[src/rtl/dsm_sample_feeder_pkg.sv]
// -----------------------------------------------------------------------------
// dsm_feeder_pkg
// Shared definitions for the delta-sigma sample feeder:
//   feeder_state_e : playback FSM states (IDLE, FILL, PLAY)
//   mid_value()    : offset-binary silence code 2^(width-1) for a given width
// -----------------------------------------------------------------------------
package dsm_feeder_pkg;

    typedef enum logic [1:0] {
        IDLE = 2'd0,
        FILL = 2'd1,
        PLAY = 2'd2
    } feeder_state_e;

    // Midscale of an unsigned offset-binary code is the MSB alone.
    function automatic logic [31:0] mid_value(input int unsigned width);
        mid_value = 32'd1 << (width - 1);
    endfunction

endpackage

[src/rtl/dsm_sample_feeder_if.sv]
// -----------------------------------------------------------------------------
// dsm_sample_feeder_if
// Valid/ready source bus carrying one stereo PCM pair per transfer.
//   s_valid        : source has a pair on s_left/s_right
//   s_ready        : sink accepts the pair this cycle
//   s_left/s_right : offset-binary PCM samples, DSM_WIDTH bits each
// Modports: master = sample source, slave = feeder.
// -----------------------------------------------------------------------------
interface dsm_sample_feeder_if #(
    parameter int DSM_WIDTH = 12
) ();

    logic                 s_valid;
    logic                 s_ready;
    logic [DSM_WIDTH-1:0] s_left;
    logic [DSM_WIDTH-1:0] s_right;

    modport master (
        output s_valid,
        output s_left,
        output s_right,
        input  s_ready
    );

    modport slave (
        input  s_valid,
        input  s_left,
        input  s_right,
        output s_ready
    );

endinterface

[src/rtl/dsm_sample_feeder_fifo.sv]
// -----------------------------------------------------------------------------
// stereo_sync_fifo
// Single-clock first-word-fall-through FIFO holding packed {left, right} pairs.
//   clk, aclr : clock, synchronous active-high reset
//   flush     : empties the FIFO at the next edge (wins over push/pop)
//   push      : write wr_data (ignored when full)
//   pop       : discard the head entry (ignored when empty)
//   rd_data   : current head entry, valid whenever level != 0
//   level     : occupancy, 0..DEPTH
// DEPTH must be a power of two so the pointers wrap naturally.
// -----------------------------------------------------------------------------
module stereo_sync_fifo #(
    parameter int WIDTH = 24,
    parameter int DEPTH = 4
) (
    input  logic                     clk,
    input  logic                     aclr,
    input  logic                     flush,
    input  logic                     push,
    input  logic [WIDTH-1:0]         wr_data,
    input  logic                     pop,
    output logic [WIDTH-1:0]         rd_data,
    output logic [$clog2(DEPTH):0]   level
);

    localparam int AW = $clog2(DEPTH);
    localparam int LW = AW + 1;
    localparam logic [LW-1:0] FULL_LEVEL = LW'(DEPTH);

    logic [WIDTH-1:0] mem [DEPTH];
    logic [AW-1:0]    wr_ptr;
    logic [AW-1:0]    rd_ptr;
    logic             do_push;
    logic             do_pop;

    assign do_push = push && (level != FULL_LEVEL);
    assign do_pop  = pop  && (level != '0);

    // NOTE: sequential state uses non-blocking assignments so every register
    // samples the pre-edge values, independent of statement order.
    always_ff @(posedge clk) begin
        if (aclr || flush) begin
            wr_ptr <= '0;
            rd_ptr <= '0;
            level  <= '0;
        end else begin
            if (do_push) wr_ptr <= wr_ptr + 1'b1;
            if (do_pop)  rd_ptr <= rd_ptr + 1'b1;
            case ({do_push, do_pop})
                2'b10:   level <= level + 1'b1;
                2'b01:   level <= level - 1'b1;
                default: level <= level;
            endcase
        end
    end

    // NOTE: the storage array has no reset; the pointers and level define which
    // entries are meaningful, so clearing the data itself buys nothing.
    always_ff @(posedge clk) begin
        if (do_push && !aclr && !flush) mem[wr_ptr] <= wr_data;
    end

    assign rd_data = mem[rd_ptr];

endmodule

[src/rtl/dsm_sample_feeder.sv]
// -----------------------------------------------------------------------------
// dsm_sample_feeder
// Buffers stereo PCM pairs from a valid/ready source and presents one pair per
// sample period to a stereo delta-sigma modulator.
//   clk, aclr    : clock, synchronous active-high reset
//   enable       : playback enable; low = idle, FIFO flushed, outputs midscale
//   src          : source bus (slave side): s_valid, s_ready, s_left, s_right
//   left_pcm     : registered left sample to the modulator
//   right_pcm    : registered right sample to the modulator
//   sample_tick  : one-cycle pulse per CLK_DIV clocks while enabled
//   fifo_level   : current FIFO occupancy
//   underrun     : sticky flag, set when a tick finds the FIFO empty in PLAY
//   underrun_clr : clears underrun (a coincident set wins)
// Playback: IDLE -> FILL (wait for START_LEVEL pairs) -> PLAY (pop one pair per
// tick); an empty FIFO at a tick drops back to FILL and holds the last sample.
// -----------------------------------------------------------------------------
module dsm_sample_feeder
    import dsm_feeder_pkg::*;
#(
    parameter int DSM_WIDTH   = 12,
    parameter int CLK_DIV     = 1024,
    parameter int FIFO_DEPTH  = 4,
    parameter int START_LEVEL = 2
) (
    input  logic                          clk,
    input  logic                          aclr,
    input  logic                          enable,
    dsm_sample_feeder_if.slave            src,
    output logic [DSM_WIDTH-1:0]          left_pcm,
    output logic [DSM_WIDTH-1:0]          right_pcm,
    output logic                          sample_tick,
    output logic [$clog2(FIFO_DEPTH):0]   fifo_level,
    output logic                          underrun,
    input  logic                          underrun_clr
);

    localparam int CW = $clog2(CLK_DIV);
    localparam int LW = $clog2(FIFO_DEPTH) + 1;

    localparam logic [DSM_WIDTH-1:0] MID        = DSM_WIDTH'(mid_value(DSM_WIDTH));
    localparam logic [CW-1:0]        CNT_LAST   = CW'(CLK_DIV - 1);
    localparam logic [LW-1:0]        FULL_LEVEL = LW'(FIFO_DEPTH);
    localparam logic [LW-1:0]        START_LVL  = LW'(START_LEVEL);

    feeder_state_e              state_q;
    feeder_state_e              state_d;
    logic [CW-1:0]              tick_cnt;
    logic                       ready;
    logic                       push;
    logic                       pop;
    logic                       flush;
    logic                       underrun_set;
    logic [2*DSM_WIDTH-1:0]     head;

    // ---------------------------------------------------------------- tick --
    always_ff @(posedge clk) begin
        if (aclr || !enable)          tick_cnt <= '0;
        else if (tick_cnt == CNT_LAST) tick_cnt <= '0;
        else                          tick_cnt <= tick_cnt + 1'b1;
    end

    assign sample_tick = enable && (tick_cnt == CNT_LAST);

    // ------------------------------------------------------------ handshake --
    // IDLE never accepts: anything pushed there would be flushed anyway.
    assign ready       = enable && (state_q != IDLE) && (fifo_level < FULL_LEVEL);
    assign src.s_ready = ready;
    assign push        = src.s_valid && ready;
    assign flush       = !enable || (state_q == IDLE);

    stereo_sync_fifo #(
        .WIDTH (2 * DSM_WIDTH),
        .DEPTH (FIFO_DEPTH)
    ) u_fifo (
        .clk     (clk),
        .aclr    (aclr),
        .flush   (flush),
        .push    (push),
        .wr_data ({src.s_left, src.s_right}),
        .pop     (pop),
        .rd_data (head),
        .level   (fifo_level)
    );

    // ----------------------------------------------------------------- FSM --
    always_ff @(posedge clk) begin
        if (aclr) state_q <= IDLE;
        else      state_q <= state_d;
    end

    // NOTE: every signal written here gets a default first, so no path leaves
    // one unassigned and no latch is inferred.
    always_comb begin
        state_d      = state_q;
        pop          = 1'b0;
        underrun_set = 1'b0;
        if (!enable) begin
            state_d = IDLE;
        end else begin
            case (state_q)
                IDLE: state_d = FILL;
                FILL: if (fifo_level >= START_LVL) state_d = PLAY;
                PLAY: begin
                    if (sample_tick) begin
                        if (fifo_level != '0) begin
                            pop = 1'b1;
                        end else begin
                            underrun_set = 1'b1;
                            state_d      = FILL;
                        end
                    end
                end
                default: state_d = IDLE;
            endcase
        end
    end

    // ------------------------------------------------------------- outputs --
    // The FIFO head is captured at the edge that pops it, so the new sample
    // appears the cycle after the tick.
    always_ff @(posedge clk) begin
        if (aclr || !enable) begin
            left_pcm  <= MID;
            right_pcm <= MID;
        end else if (pop) begin
            left_pcm  <= head[2*DSM_WIDTH-1:DSM_WIDTH];
            right_pcm <= head[DSM_WIDTH-1:0];
        end
    end

    always_ff @(posedge clk) begin
        if (aclr)              underrun <= 1'b0;
        else if (underrun_set) underrun <= 1'b1;
        else if (underrun_clr) underrun <= 1'b0;
    end

endmodule

[src/flat_wrapper.sv]
// flat-port wrapper written by rule: the top's interface ports become plain ports
module dsm_sample_feeder_flat import dsm_feeder_pkg::*;
#(
    parameter int DSM_WIDTH   = 12,
    parameter int CLK_DIV     = 1024,
    parameter int FIFO_DEPTH  = 4,
    parameter int START_LEVEL = 2
)
  (clk, aclr, enable, left_pcm, right_pcm, sample_tick, fifo_level, underrun, underrun_clr, src_s_valid, src_s_left, src_s_right, src_s_ready);
  dsm_sample_feeder_if #(.DSM_WIDTH(DSM_WIDTH)) src_i ();
  input  logic clk;
  input  logic aclr;
  input  logic enable;
  output logic [DSM_WIDTH-1:0] left_pcm;
  output logic [DSM_WIDTH-1:0] right_pcm;
  output logic sample_tick;
  output logic [$clog2(FIFO_DEPTH):0] fifo_level;
  output logic underrun;
  input  logic underrun_clr;
  input wire logic [$bits(src_i.s_valid)-1:0] src_s_valid;
  input wire logic [$bits(src_i.s_left)-1:0] src_s_left;
  input wire logic [$bits(src_i.s_right)-1:0] src_s_right;
  output wire logic [$bits(src_i.s_ready)-1:0] src_s_ready;
  assign src_i.s_valid = src_s_valid;
  assign src_i.s_left = src_s_left;
  assign src_i.s_right = src_s_right;
  assign src_s_ready = src_i.s_ready;
  dsm_sample_feeder #(.DSM_WIDTH(DSM_WIDTH), .CLK_DIV(CLK_DIV), .FIFO_DEPTH(FIFO_DEPTH), .START_LEVEL(START_LEVEL)) u_core (.clk(clk), .aclr(aclr), .enable(enable), .src(src_i), .left_pcm(left_pcm), .right_pcm(right_pcm), .sample_tick(sample_tick), .fifo_level(fifo_level), .underrun(underrun), .underrun_clr(underrun_clr));
endmodule
[config.mk]
export PLATFORM = sky130hd
export DESIGN_NAME = dsm_sample_feeder_flat
export DESIGN_NICKNAME = d
export VERILOG_FILES = /design/src/rtl/dsm_sample_feeder_pkg.sv /design/src/rtl/dsm_sample_feeder_if.sv /design/src/rtl/dsm_sample_feeder_fifo.sv /design/src/rtl/dsm_sample_feeder.sv /design/src/flat_wrapper.sv
export SDC_FILE = /design/constraint.sdc
export NUM_CORES = 1
export LEC_CHECK = 0
export ABC_CLOCK_PERIOD_IN_PS = 2950
export CAP_MARGIN = 10
export CELL_PAD_IN_SITES_DETAIL_PLACEMENT = 2
export CELL_PAD_IN_SITES_GLOBAL_PLACEMENT = 2
export CORE_MARGIN = 8
export CORE_UTILIZATION = 40
export CTS_CLUSTER_DIAMETER = 120
export DETAILED_ROUTE_END_ITERATION = 7
export MAX_ROUTING_LAYER = met4
export PLACE_DENSITY = 0.79
export SYNTH_ARGS = -nofsm -noshare
export SYNTH_HDL_FRONTEND = slang
export SYNTH_SLANG_ARGS = --single-unit
[constraint.sdc]
create_clock -name clk -period 2.95 [get_ports clk]
set_input_delay 0.59 -clock clk [delete_from_list [all_inputs] [get_ports clk]]
set_output_delay 0.59 -clock clk [all_outputs]
set_load 0.02 [all_outputs]
-- Word-level counts from Yosys, hierarchy flattened
Memory sizes are Yosys's and may differ from the RTL's. A register that Yosys moved wholly into a read port is not among the register bits.
Cells that the tools add are included.
- bits in registers: 20
- memory bits (writable): 96
- input port bits: 29
- output and inout bits: 30
- word-level logic and storage cells: 63
- memories: 1
- memories (name ; depth ; bits a word ; read ports ; clocked after Yosys merged registers in ; write ports ; line ; RTL):
    u_core.u_fifo.mem ; 4 ; 24 ; 1 ; 1 ; 1 ; dsm_sample_feeder_fifo.sv:30 ; logic [WIDTH-1:0] mem [DEPTH];
- add/subtract/negate cells: 5
- $lt $le $gt $ge: 2
- equal/unequal tests: 9
- mux-type cells: 17
- bitwise logic cells: 1
- reduce and logical (&&, ||, !) cells: 22
- operator list (cell ; number):
    $mux 1 ; 12
    $add 10x1->10 const B ; 1
    $eq 10x10->1 const B ; 1
    $logic_and 1x1->1 ; 8
    $mux 2 ; 3
    $pmux 2 s3 ; 1
    $pmux 3 s2 ; 1
    $reduce_bool 2->1 ; 3
    $add 2x1->2 const B ; 2
    $eq 2x1->1 const B ; 2
    $eq 2x2->1 const B ; 2
    $ne 2x2->1 const B ; 2
    $reduce_or 2->1 ; 2
    $add 3x1->3 const B ; 1
    $ge 3x2->1 const B ; 1
    $logic_not 1->1 ; 3
    $logic_or 1x1->1 ; 3
    $lt 3x3->1 const B ; 1
    $ne 3x3->1 const B ; 1
    $reduce_and 3->1 ; 1
    $reduce_bool 3->1 ; 1
    $sub 3x1->3 const B ; 1
    $logic_not 2->1 ; 1
    $ne 2x1->1 const B ; 1
    $not 1->1 ; 1

-- Logic depth before layout (Yosys ltp)
Gate-level depths: netlist of run 1.
- depth in word-level cells: 9
- mapped depth: 12

-- Modules after synthesis
A second synthesis of run 1 with hierarchy kept.
- cells, all modules: 327
- area total of the unflattened synthesis: 5415.2 um^2
- by module, submodules not included (module ; instances ; cells each ; area an instance (um^2) ; sequential area each (um^2)):
    stereo_sync_fifo ; 1 ; 177 ; 3937.5 ; 3062.9
    dsm_sample_feeder ; 1 ; 150 ; 1477.7 ; 740.7

-- Least setup slack after synthesis of run 1
Ideal clock, no wire load.
- kind: flip-flop to flip-flop
- start point: register u_core.tick_cnt[0]
- end point: register u_core.u_fifo.level[2]
- arrival: 2.468 ns
- setup slack: 0.410 ns
- stages on the path, launching flop included: 13
- clock period less this slack: 2.540 ns
- path through: dfxtp_1 ha_1 and4_4 nand4_4 buf_6 clkbuf_1 nor2_1 ha_1 inv_1 fa_1 xor2_1 or3_1 a21oi_1
- word-level cells in the longest chain between the ends: 8
- elaborated cells between the ends (all ways): 10
- those cells by class: eq/ne (3); mux (4); reduce/logical (3)
- RTL lines (element ; line ; RTL):
    start, declared ; dsm_sample_feeder.sv:47 ; logic [CW-1:0] tick_cnt;
    start signal, assigned ; dsm_sample_feeder.sv:59 ; else tick_cnt <= tick_cnt + 1'b1;
    $eq 10x10->1 (*) ; dsm_sample_feeder.sv:62 ; assign sample_tick = enable && (tick_cnt == CNT_LAST);
    $logic_and 1x1->1 (*) ; dsm_sample_feeder.sv:62 ;
    $mux 1 (*) ; dsm_sample_feeder.sv:104 ; if (sample_tick) begin
    $mux 1 (*) ; dsm_sample_feeder.sv:100 ; case (state_q)
    $mux 1 (*) ; dsm_sample_feeder.sv:97 ; if (!enable) begin
    $logic_and 1x1->1 (*) ; dsm_sample_feeder_fifo.sv:37 ; assign do_pop = pop && (level != '0);
    via u_core.u_fifo.do_pop ; dsm_sample_feeder_fifo.sv:34 ; logic do_pop;
    $eq 2x1->1 or $eq 2x2->1 (tied branches) ; dsm_sample_feeder_fifo.sv:49 ; case ({do_push, do_pop})
    $pmux 3 s2 or $reduce_bool 2->1 (tied branches) ; n/a ;
    end signal, assigned ; dsm_sample_feeder_fifo.sv:50 ; 2'b10: level <= level + 1'b1;
    end signal, assigned ; dsm_sample_feeder_fifo.sv:51 ; 2'b01: level <= level - 1'b1;
    end signal, assigned ; dsm_sample_feeder_fifo.sv:52 ; default: level <= level;
    end, declared ; dsm_sample_feeder_fifo.sv:23 ; output logic [$clog2(DEPTH):0] level
The timed path passes the listed nets; every way through them passes the cells marked *.
A chain may end at the register's enable or synchronous reset.

-- Final worst setup path of run 1
- start point: register u_core.tick_cnt[0]
- end point: output sample_tick
- word-level cells in the longest chain between the ends: 2
- RTL lines (element ; line ; RTL):
    $eq 10x10->1 ; dsm_sample_feeder.sv:62 ;
    $logic_and 1x1->1 ; dsm_sample_feeder.sv:62 ;
    end, declared ; flat_wrapper.sv:16 ; output logic sample_tick;
Every way passes these cells.

==> results by group, run 1 <==
Route
  – DR WL met3: 441 um
  – Routed wire length: approximately 15000 um
  – Drt first pass iters: 4
  – WL/cell: ~24 um
  – ANT nets after route: 0
  – Starting DRT DRC Count: 121
  – Highest metal used: met4
  – Vias post-DR: roughly 3300
  – DRC violations left: 0
  – Metal-1 WL: 6300 um
  – Met2 Wirelength: 7920 um
  – Via density: around 5.4

Global routing
  – Grt ovf: 0
  – First-pass GRT wire length: 23700 um
  – Vias in the first global route: slightly below 4000
  – GR Util All Layers: 18.6%
  – Largest net degree at the start of global routing: 28
  – Initial antenna violation count: 0

Synth
  – Mux share of post-synthesis cell area: 10.1%
  – Share of the synthesized area in the top cell type: 53.7%
  – Cells after Synth: 353
  – Sequential area share after synthesis: 70.2%
  – Synthesized Nets: slightly below 400
  – Largest area contributor in the netlist: edfxtp_1
  – #FFs+latches synth: 140
  – Warnings, synthesis: 0
  – Compound-Gate Fraction of Synth Area: 6.81%
  – Avg Cell Area, Syn: 15.2 um^2
  – Simple-Gate Fraction of Synth Area: 7.49%
  – Post-Synth XOR/XNOR Area: roughly 1.5%
  – Library cells used by synthesis: 36
  – Synth Area in Adders: 1.77%
  – Main flop type after synthesis: edfxtp_1
  – Largest family of logic cells by synthesized area: multiplexers
  – FFs w/ async S/R, synth: 0%
  – Synth top area cells: edfxtp_1 54%, dfxtp_1 16%, mux4_2 10%
  – Post-synth EDFFs: 96
  – Synthesized cell area: approximately 0.0054 mm^2

Timing
  – Part of the cycle the worst path needs: 94.5%
  – Final Hold Vio Count: 0
  – Final number of max-transition violations: 0
  – Unrepaired setup endpoints after global routing: false
  – Pin slew with the least headroom to its limit: 0.587 ns
  – FMAX: 359 MHz
  – Final WS setup: 0.163 ns
  – Setup violations, final: 0
  – Clock skew: just under 0.009 ns
  – Minimum clock period: approximately 2.8 ns
  – Max-slew headroom: between 60% and 70%
  – Setup TNS: 0 ns
  – Hold_ws: 0.481 ns

Clock tree
  – Post-CTS setup buffers: 0
  – CTS tree: built
  – CTS Buf Count: 17
  – Clk_lat worst skew: 0.42 ns
  – Clock transition at path regs: 0.06 ns
  – Root Driver: clkbuf_16
  – H-tree Lvls: 4
  – Clock Path Buffers: 2
  – Hold buffers post-CTS: 0
  – Clock sinks: between 100 and 150
  – Post-cts gate resize count: 0

Power and ir drop
  – Final Power: 0.00448 W
  – Power share of the combinational group: approximately 2.0%
  – Clock power frac: about half
  – Reg power frac: between 40% and 50%
  – VDD IR max: 0.000459 V
  – Leak: between 2 and 2.5 nW
  – Power density over cell area: 651 mW/mm^2
  – Sw Share: between 10% and 20%
  – Internal power: 0.00359 W
  – Psw: 0.000887 W

Floorplanning
  – Core Region: 0.0132 mm^2
  – # rows: 42
  – # IOs: 59
  – Die Ht: 132 um
  – Die span in x: 132 um
  – Die ar.: 0.0174 mm^2
  – Initial Util: 40.7%

Placement
  – Place WS: 0.0745 ns
  – Post-DP HPWL: 9510 um
  – GP Congestion: ~0.76
  – # port buffers: 58

Final layout
  – Register area: 0.00376 mm^2
  – Layout cells sized above 1: 16.4%
  – Final #Nets: 461
  – Area occupied by multi-input gates: around 0.0015 mm^2
  – Fillcell total: about 1200
  – Post-Route Utilization: a little over half
  – Layout area overhead: 28.2%
  – N_diodes: 0

Worst setup path
  – Data required, critical path: 2.36 ns
  – Worst path arrival time: 2.20 ns
  – Critical Path Sink Type: primary output
  – Crit Path Class: reg2out
  – Crit path max fanout: 5
  – Startpoint Class: flop

Run
  – Max cap viols: 0

Min path
  – Min-delay worst type: reg2reg

Status
  – Status: complete, no violations
sequential cells by signal, summed over array words and instances, names as in the netlist:
name                  cells
u_core.u_fifo.rd_ptr      2
u_core.u_fifo.level       3
u_core.left_pcm          12
u_core.u_fifo.wr_ptr      2
u_core.tick_cnt          10
u_core.state_q            2
u_core.u_fifo.mem        96
u_core.underrun           1
u_core.right_pcm         12
final cells by class:
cell class              instances  share of cell area, %
flip-flops and latches        140                   54.7
multi-input cells             186                   21.6
well taps                     176                   3.20
clock inverters                13                   2.77
inverters                       9                  0.491
repair buffers                 71                   10.8
clock buffers                  19                   6.44
synth_stat cells, types with 3 or more instances:
master	count
nand2b_1	4
o21ai_0	30
nand3_1	27
edfxtp_1	96
a21oi_1	32
or3_1	4
clkbuf_1	11
inv_1	8
nor2_1	20
mux4_2	24
xnor2_1	3
ha_1	6
dfxtp_1	44
nand2_1	7
buf_2	5
and2_1	5
xor2_1	6
path summary, 6_finish.rpt:
kind                                          from                endpoint  slack, ns  depth (start not counted)
worst min-delay path            u_core.left_pcm[1]      u_core.left_pcm[1]       0.48                          2
worst max register to register  u_core.tick_cnt[0]  u_core.u_fifo.level[2]       0.41                         10
worst max-delay path            u_core.tick_cnt[0]             sample_tick       0.16                          5
worst min register to register  u_core.left_pcm[1]      u_core.left_pcm[1]       0.48                          2
critical path, stage by stage (launching register included):
cell	delay, ns
dfxtp_1	0.39
ha_1	0.22
and4_4	0.27
nand4_4	0.11
clkinv_1	0.14
clkdlybuf4s50_1	0.63
metal layers:
metal	track usage, %	up-vias
li1	-	1495
met1	20.8	1731
met2	32.1	73
met3	4.00	28
met4	7.21	0
met5	-	-
stage by stage:
| step | area (um^2) | cells |
|---|---|---|
| after global routing | 6880 | 614 |
| final | 6880 | 614 |
| after global placement | 6240 | 582 |
| after detailed placement | 6240 | 582 |
| after floorplan | 5360 | 353 |
| after CTS | 6880 | 614 |
cells by family (layout without fill, tap and decap cells):
family / count (synthesis) / in the layout
AOI/OAI and AO/OA: 69 / 69
xor gates and xnor gates: 9 / 9
adders and majority gates: 7 / 7
buffers and inverters: 27 / 112
DFF: 140 / 140
muxes: 24 / 24
and+or+nand+nor: 77 / 77
power by group through the flow:
stage / Clock, W / Combinational [W] / Sequential, W
floorplan: 0 / 0.0000199 / 0.00215
global placement: 0 / 0.0000822 / 0.00215
detailed placement: 0 / 0.0000884 / 0.00215
CTS: 0.00232 / 0.0000896 / 0.00211
global route: 0.00239 / 0.0000947 / 0.00210
finish: 0.00228 / 0.0000873 / 0.00211
layout by cell type (no fill, tap or decap), drive strengths merged, types with 7 or more instances in the layout:
cell            n
a21oi          32
buf            13
clkbuf         19
clkdlybuf4s50  58
clkinv          7
dfxtp          44
edfxtp         96
inv            10
mux4           24
nand2           7
nand3          27
nor2           20
o21ai          31
No activity file was read; power rests on OpenSTA's default activity.
==> run 2, diff against run 1 <==
CAP_MARGIN = 15   (was 10)
CORE_MARGIN = 4   (was 8)
GPL_TIMING_DRIVEN = 0   (was not set)
==> run 2 against run 1 <==
Count of clock-buffer cells in the layout is the same. Routed wire length grew 6.9%. Critical path depth grew 7. Hold slack lost 0.014 ns. Non-clock buffer count grew 9. Global-route usage grew 4.1 points. Critical endpoint is now u_core.u_fifo.level[2]. Largest cell class unchanged. Highest routed layer unchanged.
==> results by group, run 2 (same netlist as run 1, synthesis figures left out) <==
Status
  – Status: complete, no violations

Clock tree
  – CTS Buf Count: 17 (unchanged)
  – Clock transition at path regs: 0.06 ns (about the same)
  – Clock sinks: 140 (unchanged)
  – H-tree Lvls: 4 (unchanged)
  – Clock Path Buffers: 2 (unchanged)
  – Hold buffers post-CTS: 0 (unchanged)
  – Root Driver: clkbuf_16
  – Post-CTS setup buffers: 0 (unchanged)
  – CTS tree: built
  – Clk_lat worst skew: 0.42 ns (about the same)

Route
  – Routed wire length: 16000 um (+6.9%)
  – Vias post-DR: 3432 (+3.2%)
  – ANT nets after route: 0 (unchanged)
  – DRC violations left: 0 (unchanged)
  – Via density: 5.52 (+1.8%)
  – Drt first pass iters: 4 (unchanged)
  – WL/cell: 25.7 um (+5.5%)
  – Starting DRT DRC Count: 239 (+98%)

Timing
  – Unrepaired setup endpoints after global routing: true
  – Minimum clock period: 2.89 ns (+0.0997 ns)
  – FMAX: 346 MHz (-3.5%)
  – Max-slew headroom: 50.4% (-10 points)
  – Hold_ws: 0.467 ns (-0.0138 ns)
  – Part of the cycle the worst path needs: 97.8% (+3.4 points)
  – Final number of max-transition violations: 0 (unchanged)
  – Clock skew: 0.0154 ns (+0.00670 ns)
  – Setup violations, final: 0 (unchanged)
  – Final Hold Vio Count: 0 (unchanged)
  – Pin slew with the least headroom to its limit: 0.745 ns (+0.158 ns)

Final layout
  – Commonest non-fill, non-tap cells in the layout: 96 x edfxtp_1, 57 x clkdlybuf4s50_1, 42 x dfxtp_1, 32 x a21oi_1, 30 x o21ai_0
  – Register area: 0.00377 mm^2 (about the same)
  – N_diodes: 0 (unchanged)
  – Final #Nets: 470 (+2.0%)
  – Area occupied by multi-input gates: 0.00149 mm^2 (+0.42%)
  – Fillcell total: 1191 (-1.1%)
  – Layout area overhead: 28.5%
  – Largest reg by FF count: u_core.u_fifo.mem
  – Layout cells sized above 1: 16.6% (+0.15 points)
  – Max reg flops: 96 (unchanged)
  – Top Registers: u_core.u_fifo.mem: 96 flops, u_core.left_pcm: 12 flops, u_core.right_pcm: 12 flops
  – Commonest non-fill, non-tap cell in the layout: edfxtp_1
  – Post-Route Utilization: 52.3% (+0.11 points)

Floorplanning
  – # IOs: 59 (unchanged)
  – Die span in x: 124 um (-6.1%)
  – Core Region: 0.0132 mm^2 (unchanged)
  – Die ar.: 0.0153 mm^2 (-12%)
  – Die Ht: 124 um (-6.1%)
  – Initial Util: 40.7% (unchanged)
  – # rows: 42 (unchanged)

Worst setup path
  – Data required, critical path: 3.28 ns (+0.92 ns)
  – Worst path arrival time: 3.22 ns (+1.02 ns)
  – Critical Path Sink Type: flop
  – Startpoint Class: flop
  – Crit path max fanout: 10 (+5)
  – Crit Path Class: reg2reg

Power and ir drop
  – VDD IR max: 0.000541 V (+18%)
  – Power density over cell area: 657 mW/mm^2 (+0.98%)
  – Leak: 2.17 nW (+0.26%)

Global routing
  – GR Util All Layers: 22.8% (+4.1 points)
  – Grt ovf: 0 (unchanged)
  – Largest net degree at the start of global routing: 18 (-36%)
  – First-pass GRT wire length: 24000 um (+1.1%)
  – Initial antenna violation count: 0 (unchanged)
  – Vias in the first global route: 3872 (-1.8%)

Min path
  – Min-delay worst type: reg2reg

Placement
  – GP Congestion: 0.754 (-0.49%)
  – # port buffers: 58 (unchanged)
  – Post-DP HPWL: 9870 um (+3.8%)

Run
  – Max cap viols: 0 (unchanged)
==> run 2: changes by cell type in the layout (fill, tap and decap cells not counted), sizes merged <==
cell and delta:
clkdlybuf4s50 -1, buf -2, inv -2, bufinv +1, clkinv -1, clkbuf +12, clkinvlp +1
==> run 2: worst max-delay path: stages, from the launching register on <==
cell and delay [ns]:
dfxtp_2 0.37, ha_2 0.22, and4_4 0.26, nand4_4 0.11
buf_6 0.17, clkbuf_4 0.20, nor2_2 0.15, ha_2 0.22
inv_1 0.06, fa_1 0.38, xor2_1 0.16, or3_1 0.32
a21oi_1 0.18
==> run 2: final timing paths <==
kind | slack (ns) | startpoint | cells past startpoint | to
min reg2reg | 0.47 | u_core.tick_cnt[0] | 1 | u_core.tick_cnt[0]
max reg2reg | 0.06 | u_core.tick_cnt[0] | 12 | u_core.u_fifo.level[2]
min | 0.47 | u_core.tick_cnt[0] | 1 | u_core.tick_cnt[0]
max | 0.06 | u_core.tick_cnt[0] | 12 | u_core.u_fifo.level[2]
==> run 2: repair_timing <==
action,4_1_cts,5_1_grt
hold endpoints to repair,0,0
endpoints found under the setup margin,2,35
resized for setup,7,6
==> run 2: final cells by class <==
class	count	area share (%)
clock buffer	19	6.28
sequential	140	54.6
tap	176	3.19
multi-input combinational	186	21.6
buffer	18	1.33
timing repair buffer	62	9.58
inverter	9	0.490
clock inverter	12	2.85
==> run 2: metal layers <==
layer	share of wire [%]	routed length [um]	vias up	track usage (%)
li1	-	-	1510	-
met1	42	6770	1793	27.9
met2	52	8250	105	37.3
met3	4.0	641	24	4.50
met4	2.2	351	0	9.00
met5	0	0	-	-
==> run 2: through the flow <==
step                      cell area (um^2)  cells  total power [W]  setup TNS, ns  worst slack [ns]
final                                 6890    622          0.00453              0            0.0634
after global routing                  6890    622          0.00467        -0.0592           -0.0592
after CTS                             6890    622          0.00458              0           0.00636
after detailed placement              6250    591          0.00223         -24.99            -0.380
after global placement                6160    587          0.00223         -66.50            -0.697
after floorplan                       5360    353          0.00217              0             0.410
==> run 2: power breakdown <==
part	switching, W	leakage [nW]	internal, W
Sequential	0.00000414	1.22	0.00210
Clock	0.000843	0.300	0.00149
Combinational	0.0000472	0.650	0.0000431
Total	0.000894	2.17	0.00364
==> run 3, diff against run 2 <==
CELL_PAD_IN_SITES_DETAIL_PLACEMENT = not set   (was 2)
CELL_PAD_IN_SITES_GLOBAL_PLACEMENT = not set   (was 2)
CORE_UTILIZATION = 50   (was 40)
PLACE_DENSITY = 0.72   (was 0.79)
SKIP_CTS_REPAIR_TIMING = 1   (was not set)
==> run 3 against run 2 <==
First-iteration DRC count increased by 11%. Non-clock buffer count unchanged. Largest cell class unchanged. Sequential share of layout area increased by 1.0 points. Highest routed layer unchanged. Final area decreased by 1.9%. Total power decreased by 7.9%. Count of clock-buffer cells in the layout decreased by 1. Combinational power decreased by 7.6%. Routed wire length decreased by 28%. Clock power decreased by 15%.
==> results by group, run 3 (same netlist as run 1, synthesis figures left out) <==
Status
  – Status: complete, no violations

Global routing
  – GR Layer Usage met2: 33.1% (-4.2 points)
  – Met3 Track Usage GR: 4.89% (+0.40 points)
  – First-pass GRT wire length: 18400 um (-23%)
  – GR Layer Usage met1: 24.4% (-3.5 points)
  – Initial antenna violation count: 0 (unchanged)
  – GR Util All Layers: 20.1% (-2.7 points)
  – Busiest grt layer: met2
  – Vias in the first global route: 3510 (-9.3%)
  – Grt ovf: 0 (unchanged)
  – Largest net degree at the start of global routing: 18 (unchanged)

Clock tree
  – CTS Buf Count: 17 (unchanged)
  – H-tree Lvls: 4 (unchanged)
  – Clk_lat worst skew: 0.52 ns (+0.10 ns)
  – Root Driver: clkbuf_8
  – Clock sinks: 140 (unchanged)
  – Clock transition at path regs: 0.06 ns (about the same)
  – CTS tree: built
  – Clock Path Buffers: 2 (unchanged)

Final layout
  – Commonest non-fill, non-tap cell in the layout: edfxtp_1
  – Fillcell total: 764 (-36%)
  – Layout area overhead: 26.1%
  – Register area: 0.00376 mm^2 (about the same)
  – Post-Route Utilization: 65.2% (+13 points)
  – Layout cells sized above 1: 16.6% (-0.037 points)
  – Top Registers: u_core.u_fifo.mem: 96 flops, u_core.left_pcm: 12 flops, u_core.right_pcm: 12 flops
  – Final #Nets: 470 (unchanged)
  – Commonest non-fill, non-tap cells in the layout: 96 x edfxtp_1, 57 x clkdlybuf4s50_1, 43 x dfxtp_1, 32 x a21oi_1, 30 x o21ai_0
  – Largest reg by FF count: u_core.u_fifo.mem
  – Area occupied by multi-input gates: 0.00149 mm^2 (-0.34%)
  – Max reg flops: 96 (unchanged)
  – N_diodes: 0 (unchanged)

Placement
  – # port buffers: 58 (unchanged)
  – GP Congestion: 0.765 (+1.4%)
  – Post-DP HPWL: 7310 um (-26%)
  – Place WS: -0.471 ns (-0.0903 ns)

Power and ir drop
  – Power share of the combinational group: 2.0% (about the same)
  – Leak: 2.14 nW (-1.5%)
  – Clock power frac: 47.6% (-3.9 points)
  – Internal power: 0.00328 W (-9.8%)
  – Power density over cell area: 617 mW/mm^2 (-6.1%)
  – Reg power frac: 50.4% (+3.9 points)
  – Sw Share: 21.4% (+1.7 points)
  – VDD IR max: 0.000350 V (-35%)
  – Psw: 0.000895 W (about the same)

Route
  – ANT nets after route: 0 (unchanged)
  – Routed wire length: 11500 um (-28%)
  – WL/cell: 19.6 um (-24%)
  – Drt first pass iters: 5 (+1)
  – DRC violations left: 0 (unchanged)
  – Starting DRT DRC Count: 265 (+11%)
  – Via density: 5.67 (+2.7%)
  – Vias post-DR: 3303 (-3.8%)

Worst setup path
  – Path depth of the worst reg2reg path: 12 (unchanged)
  – Startpoint Class: flop
  – R2R Path Start: u_core.tick_cnt[1]
  – Critical Path Sink Type: primary output
  – Critical R2R Capture: u_core.u_fifo.level[2]
  – Data required, critical path: 2.36 ns (-0.92 ns)
  – Register-to-register setup slack: 0.19 ns (+0.13 ns)
  – Crit Path Class: reg2out
  – Crit path max fanout: 10 (unchanged)
  – Worst path arrival time: 2.20 ns (-1.02 ns)

Floorplanning
  – Die Ht: 112 um (-9.9%)
  – Core Region: 0.0104 mm^2 (-21%)
  – # rows: 37 (-12%)
  – Die ar.: 0.0124 mm^2 (-19%)
  – Initial Util: 51.7% (+11 points)
  – # IOs: 59 (unchanged)
  – Die span in x: 112 um (-9.9%)

Timing
  – Clock skew: 0.0175 ns (+0.00215 ns)
  – Unrepaired setup endpoints after global routing: false
  – Final Hold Vio Count: 0 (unchanged)
  – Minimum clock period: 2.79 ns (-0.0934 ns)
  – Pin slew with the least headroom to its limit: 0.731 ns (-0.0134 ns)
  – Max-slew headroom: 51.2% (+0.89 points)
  – FMAX: 358 MHz (+3.3%)
  – Part of the cycle the worst path needs: 94.7% (-3.2 points)
  – Final number of max-transition violations: 0 (unchanged)
  – Final WS setup: 0.157 ns (+0.0934 ns)
  – Setup TNS: 0 ns (unchanged)
  – Setup violations, final: 0 (unchanged)

Min path
  – HP Start: u_core.tick_cnt[0]
  – Hold Crit Depth: 1 (unchanged)
  – Min-delay worst type: reg2reg
  – Hold Path End: u_core.tick_cnt[0]

Run
  – Max cap viols: 0 (unchanged)
## run 3: critical path, stage by stage (launching register included)
cell	delay (ns)
dfxtp_1	0.36
ha_1	0.21
and4_4	0.27
nand4_4	0.11
buf_6	0.16
clkinv_1	0.13
clkbuf_4	0.24
clkbuf_2	0.20
## run 3: area by class of cell
type,count,share of cell area [%]
buffer,18,1.31
clock buffer,18,6.18
clock inverter,14,2.05
inverter,9,0.500
multi-input combinational,186,22.0
sequential,140,55.7
tap,136,2.52
timing repair buffer,62,9.77
## run 3: worst max-delay path by stage
stage               slack, ns  depth (start not counted)               start                 endpoint
floorplan                0.41                         12  u_core.tick_cnt[0]   u_core.u_fifo.level[2]
global placement        -0.59                          5              enable  u_core.u_fifo.mem[2][3]
detailed placement      -0.47                          6              enable  u_core.u_fifo.mem[0][3]
CTS                     -0.38                          7  u_core.tick_cnt[0]              sample_tick
global route             0.03                         12  u_core.tick_cnt[1]   u_core.u_fifo.level[2]
finish                   0.16                          7  u_core.tick_cnt[1]              sample_tick
## run 3: per-stage QoR
stage	hold WS (ns)	instance area [um^2]	instances	total power [W]
after floorplan	0.437	5360	353	0.00217
after global placement	0.455	6110	547	0.00222
after detailed placement	0.462	6200	551	0.00223
after CTS	0.475	6760	583	0.00421
after global routing	0.480	6760	583	0.00430
final	0.442	6760	583	0.00418
## run 3: power groups by stage
stage	Clock [W]	Combinational, W	Sequential (W)
4_1_cts	0.00202	0.0000838	0.00210
5_1_grt	0.00210	0.0000899	0.00210
3_3_place_gp	0	0.0000792	0.00215
6_report	0.00199	0.0000834	0.00210
2_1_floorplan	0	0.0000199	0.00215
3_5_place_dp	0	0.0000835	0.00215
## run 3: layer usage
layer | vias to the layer above | share of wire [%]
li1 | 1513 | -
met1 | 1657 | 42
met2 | 125 | 51
met3 | 8 | 6.0
met4 | 0 | 0.82
met5 | - | 0
